## src/rtl/sseg_digit_scanner.sv

```systemverilog
// sseg_digit_scanner
//   Time-multiplexes a four-digit common-anode 7-segment display.
//   A prescaler holds each digit for SCAN_DIV cycles. The first BLANK_CYC
//   cycles of every digit slot keep all anodes dark to suppress ghosting.
//   Value/DPIn are copied into shadow registers once per frame, so the
//   display only changes at frame boundaries. Leading zeros can be blanked.
//
// Ports
//   Clk       in   rising-edge clock
//   Reset     in   synchronous, active-high reset
//   Enable    in   1 = scan runs, 0 = scan frozen and display dark
//   Value     in   [15:0] four hex digits, [3:0] = digit 0 (rightmost)
//   DPIn      in   [3:0] decimal-point request, bit i for digit i
//   LZB       in   leading-zero blanking enable
//   Hex       out  [3:0] nibble of the selected digit (to segment decoder)
//   DP        out  decimal point of the selected digit (1 = lit)
//   Anode     out  [3:0] active-low digit enables
//   DigitSel  out  [1:0] index of the selected digit
//   Frame     out  one-cycle pulse in the cycle whose edge captures Value/DPIn
//
// Every output is a function of registers only. Enable and LZB are
// registered first, so each takes effect one cycle after it is sampled.
module sseg_digit_scanner #(
  parameter int unsigned SCAN_DIV  = 50000,
  parameter int unsigned BLANK_CYC = 16
) (
  input  logic        Clk,
  input  logic        Reset,
  input  logic        Enable,
  input  logic [15:0] Value,
  input  logic [3:0]  DPIn,
  input  logic        LZB,
  output logic [3:0]  Hex,
  output logic        DP,
  output logic [3:0]  Anode,
  output logic [1:0]  DigitSel,
  output logic        Frame
);

  localparam int unsigned   CW    = $clog2(SCAN_DIV);
  localparam logic [CW-1:0] LAST  = CW'(SCAN_DIV - 1);
  localparam logic [CW-1:0] BLANK = CW'(BLANK_CYC);

  logic [CW-1:0] count;
  logic [1:0]    digit;
  logic [15:0]   shadow_value;
  logic [3:0]    shadow_dp;
  logic          en_q;
  logic          lzb_q;
  logic          rst_q;
  logic          tick;
  logic [3:0]    blank;

  // en_q samples Enable even while Reset is high. Scanning therefore starts
  // on the first edge after release, and the scan keeps the frame timing
  // (count=0 in the first released cycle). rst_q keeps the anodes dark
  // during the post-reset cycle, even when BLANK_CYC is 0.
  always_ff @(posedge Clk) begin
    en_q  <= Enable;
    lzb_q <= LZB;
    rst_q <= Reset;
    if (Reset) begin
      count        <= '0;
      digit        <= '0;
      shadow_value <= '0;
      shadow_dp    <= '0;
    end else if (en_q) begin
      if (tick) begin
        count <= '0;
        digit <= digit + 2'd1;
        if (digit == 2'd3) begin
          shadow_value <= Value;
          shadow_dp    <= DPIn;
        end
      end else begin
        count <= count + CW'(1);
      end
    end
  end

  always_comb begin
    tick = en_q && (count == LAST);
  end

  // A digit is a leading zero when it and every more significant digit
  // are zero, and it has no decimal point of its own.
  always_comb begin
    blank    = '0;
    blank[1] = lzb_q && (shadow_value[15:4]  == 12'h000) && !shadow_dp[1];
    blank[2] = lzb_q && (shadow_value[15:8]  == 8'h00)   && !shadow_dp[2];
    blank[3] = lzb_q && (shadow_value[15:12] == 4'h0)    && !shadow_dp[3];
  end

  always_comb begin
    Hex      = shadow_value[{digit, 2'b00} +: 4];
    DP       = shadow_dp[digit];
    DigitSel = digit;
    Frame    = tick && (digit == 2'd3);
    Anode    = '1;
    if (en_q && !rst_q && (count >= BLANK) && !blank[digit]) begin
      Anode[digit] = 1'b0;
    end
  end

endmodule
```

## config.mk

```make
export PLATFORM = sky130hd
export DESIGN_NAME = sseg_digit_scanner
export DESIGN_NICKNAME = d
export VERILOG_FILES = /design/src/rtl/sseg_digit_scanner.sv
export SDC_FILE = /design/constraint.sdc
export NUM_CORES = 1
export LEC_CHECK = 0
export CAP_MARGIN = 20
export CORE_MARGIN = 2
export CORE_UTILIZATION = 30
export CTS_BUF_LIST = sky130_fd_sc_hd__clkbuf_4
export CTS_CLUSTER_DIAMETER = 60
export CTS_CLUSTER_SIZE = 16
export DETAILED_ROUTE_END_ITERATION = 8
export SETUP_SLACK_MARGIN = 0.05
export SLEW_MARGIN = 20
export SYNTH_ARGS = -nofsm -noshare
export SYNTH_HDL_FRONTEND = slang
export SYNTH_SLANG_ARGS = --single-unit
```

## constraint.sdc

```tcl
create_clock -name Clk -period 2.4 [get_ports Clk]
set_input_delay 0.36 -clock Clk [delete_from_list [all_inputs] [get_ports Clk]]
set_output_delay 0.36 -clock Clk [all_outputs]
set_load 0.02 [all_outputs]
```

After elaboration in Yosys (flattened, before gate mapping) --
Index checks and enable logic that the tools add are counted.
Storage, ports and cells: input port bits 24, bits in registers 41, logic and storage cells 46, memories kept 0, memory bits (writable) 0, output and inout port bits 12, ROM bits 0, latch bits 0
Cells by class: divide/modulo/power cells 0, multiplexer cells 8, equality and inequality tests 2, reduce and logical (&&, ||, !) cells 22, multiply operators 0, shifts and indexed selects 1, add/subtract/negate cells 2, $lt $le $gt $ge 3, bitwise gates (word level) 1
Operators by type and width (number):
- $add 16x1->16 const B | 1
- $eq 16x16->1 const B | 1
- $ge 16x5->1 const B | 1
- $mux 16 | 1
- $shiftx 16x5->4 | 1
- $logic_and 1x1->1 | 12
- $logic_not 12->1 | 1
- $logic_not 8->1 | 1
- $logic_not 1->1 | 5
- $bmux 1 s2 | 2
- $logic_not 4->1 | 1
- $mux 4 | 1
- $not 4->4 | 1
- $lt 2x3->1 const B | 1
- $mux 1 | 3
- $reduce_and 3->1 | 1
- $add 2x1->2 const B | 1
- $demux 1 s2 | 1
- $eq 2x2->1 const B | 1
- $ge 2x1->1 const B | 1
- $reduce_and 2->1 | 1

Logic depth before layout (Yosys ltp) --
depth after elaboration 8, depth in mapped cells 6, gate-level depth less buffers 5

Worst setup path after synthesis --
Ideal clock, no wire load.
path kind register -> output, from reg digit[1], in the netlist DigitSel[1], to out Anode[0], required time 2.040 ns, arrival time 1.506 ns, cell stages (with the launch flop) 6, path buffers 1, setup slack 0.534 ns, cell sequence dfxtp_1 > clkbuf_1 > a21boi_0 > a31oi_1 > o311a_1 > nand2_1
Between the ends: word-level cells in the longest chain between the ends 6, elaborated cells on any way between the ends 11, those cells by class 2 x order compare; 5 x mux; 1 x bitwise; 3 x reduce/logical
Ends and longest elaborated chain:
- from (decl) | line 45 | logic [1:0] digit;
- from (signal assigned) | line 70 | digit <= digit + 2'd1;
- $lt 2x3->1 (implied by the code) or $ge 2x1->1 (tied branches) | line 101 | Anode[digit] = 1'b0;
- $logic_and 1x1->1 (implied by the code) | line 101
- $mux 1 (implied by the code) | line 101
- $demux 1 s2 | line 101
- $not 4->4 (no source line)
- $mux 4 (*) | line 100 | if (en_q && !rst_q && (count >= BLANK) && !blank[digit]) begin
- to (decl) | line 35 | output logic [3:0] Anode,
Every way passes the cells marked *; elsewhere a longest branch is shown, timed or not. The select of a mux whose other input is x is not followed.

Worst setup path in the final report --
from reg count[4], to out Frame
Between the ends: word-level cells in the longest chain between the ends 3
Ends and longest elaborated chain:
- from (decl) | line 44 | logic [CW-1:0] count;
- from (signal assigned) | line 76 | count <= count + CW'(1);
- $eq 16x16->1 | line 82 | tick = en_q && (count == LAST);
- $logic_and 1x1->1 | line 82
- $logic_and 1x1->1 | line 98 | Frame = tick && (digit == 2'd3);
- to (decl) | line 37 | output logic Frame
No other way between the ends.

==> results.md <==
- CTS Buf Count: 5
- Worst path cell trace: nor3_1, buf_4, nand3_1, nor2_1, dlygate4sd2_1
- WP data arrival: 1.83 ns
- Leak Pwr: roughly 0.83 nW
- H-tree levels: 2
- Maxcap violations: 0
- Cell Area, Synth: between 2000 and 2500 sq um
- Register area share after synthesis: about 40%
- TritonRoute pass-1 iters: 4
- Final Hold Violating Endpoints: 0
- Wire per inst: 14.71 um
- Residual DRC: 0
- Met3 WL: around 200 um
- Finished Core Util: 38.47%
- Status: complete, no violations
- Global-route wire length before repair: ~8.4 mm
- Tot GR Track Use: between 10 and 15%
- Slew Limit Fails: 0
- DPL Wire Length: roughly 3.5 mm
- Final #Nets: a little under 300
- Footprint of the multi-input gates: 1099 sq um
- Area contributors post-synth: dfxtp_1 40%, nand4_1 7.4%, a21oi_1 6.2%, mux4_2 5.5%, o21ai_0 5.2%
- Critical Path End Type: output port
- Power per cell area: about 440 nW/um^2
- Clock Tree Buf Depth: 2
- Critical path launch point type: register
- Worst setup slack after layout: approximately 0.21 ns
- Vias in the first global route: 1,690
- Setup-failing EPs final: 0
- Core Area: 6459 sq um
- Initial DRC Count: 60
- Synthesis Warnings: 0
- Area growth syn-to-layout: 22.37%
- CTS sink cnt: a little over 40
- Antenna Violating Nets Remaining: 0
- Post-synthesis register bit count: about 40
- Post-synth EDFFs: 0
- Clk_lat worst skew: ~0.36 ns
- Die Y: about 86 um
- Worst rel slew slack: about 63%
- Post-Syn Area per Cell: between 8 and 9 sq um
- Final critical-path share of the clock period: 91.45%
- Die ar.: roughly 7400 sq um
- RSZ-0062 raised after global routing: no
- Hold Crit Class: input pin to register
- WL final: 5.000 mm
- Highest clock rate: 455.6 MHz
- Sequential cell area: ~820 sq um
- Yosys cell types: 35
- CP max FO: 5
- Syn Nets: between 200 and 300
- Kind of critical path: register to output port
- Share of cells above drive strength 1: a little over an eighth
- DR vias/cell: 5.218
- Die width: 86.28 um
- Gr ovfl total: 0
- Routed length on met1: 2.587 mm
- Fill cell count: roughly 670
- Via count: between 1,500 and 2,000
- Slowest stage delay, CP: about 0.38 ns
- Slowest cell on the critical path: dfxtp_1
- Initial antenna violation count: 0
- Req. time, crit path: 2.04 ns
- Pre-CTS WS: between 0.2 and 0.25 ns
- Setup_tns: 0 ns
- Initial core utilization: a little under a third
- Port Buffers: 35
- WL met2: around 2.1 mm
- Routability Congestion: 0.8018
- Minimum clock period: ~2.2 ns
- Synth Instances: 228
- N_diodes: 0
- Async set or reset register ratio after synthesis: 0%
- Share of the synthesized area in the top cell type: slightly above 40%
- Boundary Pins: 36
- Largest net degree at the start of global routing: 26
- Max IR drop VDD: between 0.3 and 0.4 mV
- Max Used Layer: met4
- CTS tree: yes
- Clock transition at path regs: ~0.13 ns
- Setup Skew: ~0.017 ns
- Post-CTS Setup Repair Bufs: 0
- Clock root buffer: clkbuf_4
- Area leader, netlist: dfxtp_1
- Rows: 29
- Worst Max-Slew Pin Slew: between 0.5 and 0.6 ns
- Synth Flop Type: dfxtp_1
-- layout by cell type (no fill, tap or decap), types with 5 or more instances in the layout --
master | netlist | routed
dlygate4sd2_1 | 0 | 6
inv_1 | 6 | 6
a21oi_1 | 25 | 25
mux4_2 | 5 | 5
clkbuf_4 | 0 | 5
ha_1 | 6 | 6
o21ai_0 | 21 | 21
nand2_1 | 9 | 9
xnor2_1 | 12 | 12
nand4_1 | 24 | 24
nor2_1 | 20 | 20
nor4_1 | 6 | 6
buf_4 | 3 | 9
dfxtp_1 | 41 | 40
nor3_1 | 5 | 5
nand3_1 | 8 | 8
clkdlybuf4s50_1 | 0 | 25
-- layer usage --
layer / GRT usage (%) / up-vias
met5: 0 / -
met4: 5.540 / 0
met3: 2.857 / 8
met2: 20.86 / 37
met1: 20.66 / 831
li1: - / 898
-- cells by family (layout without fill, tap and decap cells) --
| family | after synthesis | after routing | share of synthesized area (%) |
|---|---|---|---|
| adder cells (fa/ha/maj) | 6 | 6 | 3.697 |
| buffers and inverters | 23 | 58 | 5.792 |
| flip-flops | 41 | 41 | 40.42 |
| AND/OR/NAND/NOR | 86 | 86 | 24.46 |
| AO/OA/AOI/OAI | 53 | 53 | 14.05 |
| XOR/XNOR | 14 | 14 | 6.038 |
| multiplexers | 5 | 5 | 5.545 |
-- sequential cells by signal, summed over array words and instances (netlist names) --
| register | cells |
|---|---|
| shadow_value | 16 |
| rst_q | 1 |
| shadow_dp | 4 |
| DigitSel | 2 |
| count | 16 |
| en_q | 1 |
| lzb_q | 1 |
-- path summary, 6_finish.rpt --
path                                                start                         to  slack [ns]  cells past startpoint
worst max register to register      count[0]$_SDFFE_PP0P_     count[11]$_SDFFE_PP0P_        0.50                      6
worst max-delay path                count[4]$_SDFFE_PP0P_                      Frame        0.21                      5
worst min-delay path                               Enable               en_q$_DFF_P_        0.42                      1
worst min register to register  shadow_dp[0]$_SDFFE_PP0P_  shadow_dp[0]$_SDFFE_PP0P_        0.49                      2
-- repair_timing --
item                                   in CTS  in global routing
endpoints found under the hold margin       0                  0
setup endpoints to repair                  10                  4
gates resized for setup                    11                  9
cloned                                      0                  0
hold buffers                                0                  0
-- per-stage QoR --
| step | power, mW | cell area (sq um) | hold WS (ns) | cells |
|---|---|---|---|---|
| final | 1.094 | 2485 | 0.4212 | 340 |
| after detailed placement | 0.7668 | 2450 | 0.4685 | 332 |
| after CTS | 1.110 | 2494 | 0.4064 | 340 |
| after global placement | 0.7667 | 2450 | 0.4628 | 332 |
| after floorplan | 0.7232 | 2031 | 0.3877 | 228 |
| after global routing | 1.143 | 2485 | 0.3897 | 340 |
-- area by class of cell --
cell class                      count  area share [%]
Multi-Input combinational cell    164           44.21
Inverter                            6          0.9063
Tap cell                           77           3.877
Clock buffer                        5           1.511
Timing Repair Buffer               44           15.71
Sequential cell                    41           33.08
Clock inverter                      3          0.7049
-- critical path, delay by kind of cell (launching register included) --
| family | cells | cell delay (ns) |
|---|---|---|
| buf+inv | 2 | 0.53 |
| flops | 1 | 0.38 |
| simple gates | 3 | 0.56 |
-- power breakdown --
part	switching, mW	internal, mW	leakage, nW
clock network	0.233	0.111	0.0310
registers	0.00375	0.686	0.332
logic	0.0210	0.0404	0.463
-- synthesized netlist by cell type, types with 4 or more instances --
master,instances
a21oi_1,25
buf_2,4
clkbuf_1,8
dfxtp_1,41
ha_1,6
inv_1,6
mux4_2,5
nand2_1,9
nand3_1,8
nand4_1,24
nor2_1,20
nor3_1,5
nor4_1,6
o21ai_0,21
xnor2_1,12
Note: power is estimated with default switching activity, not from simulation.
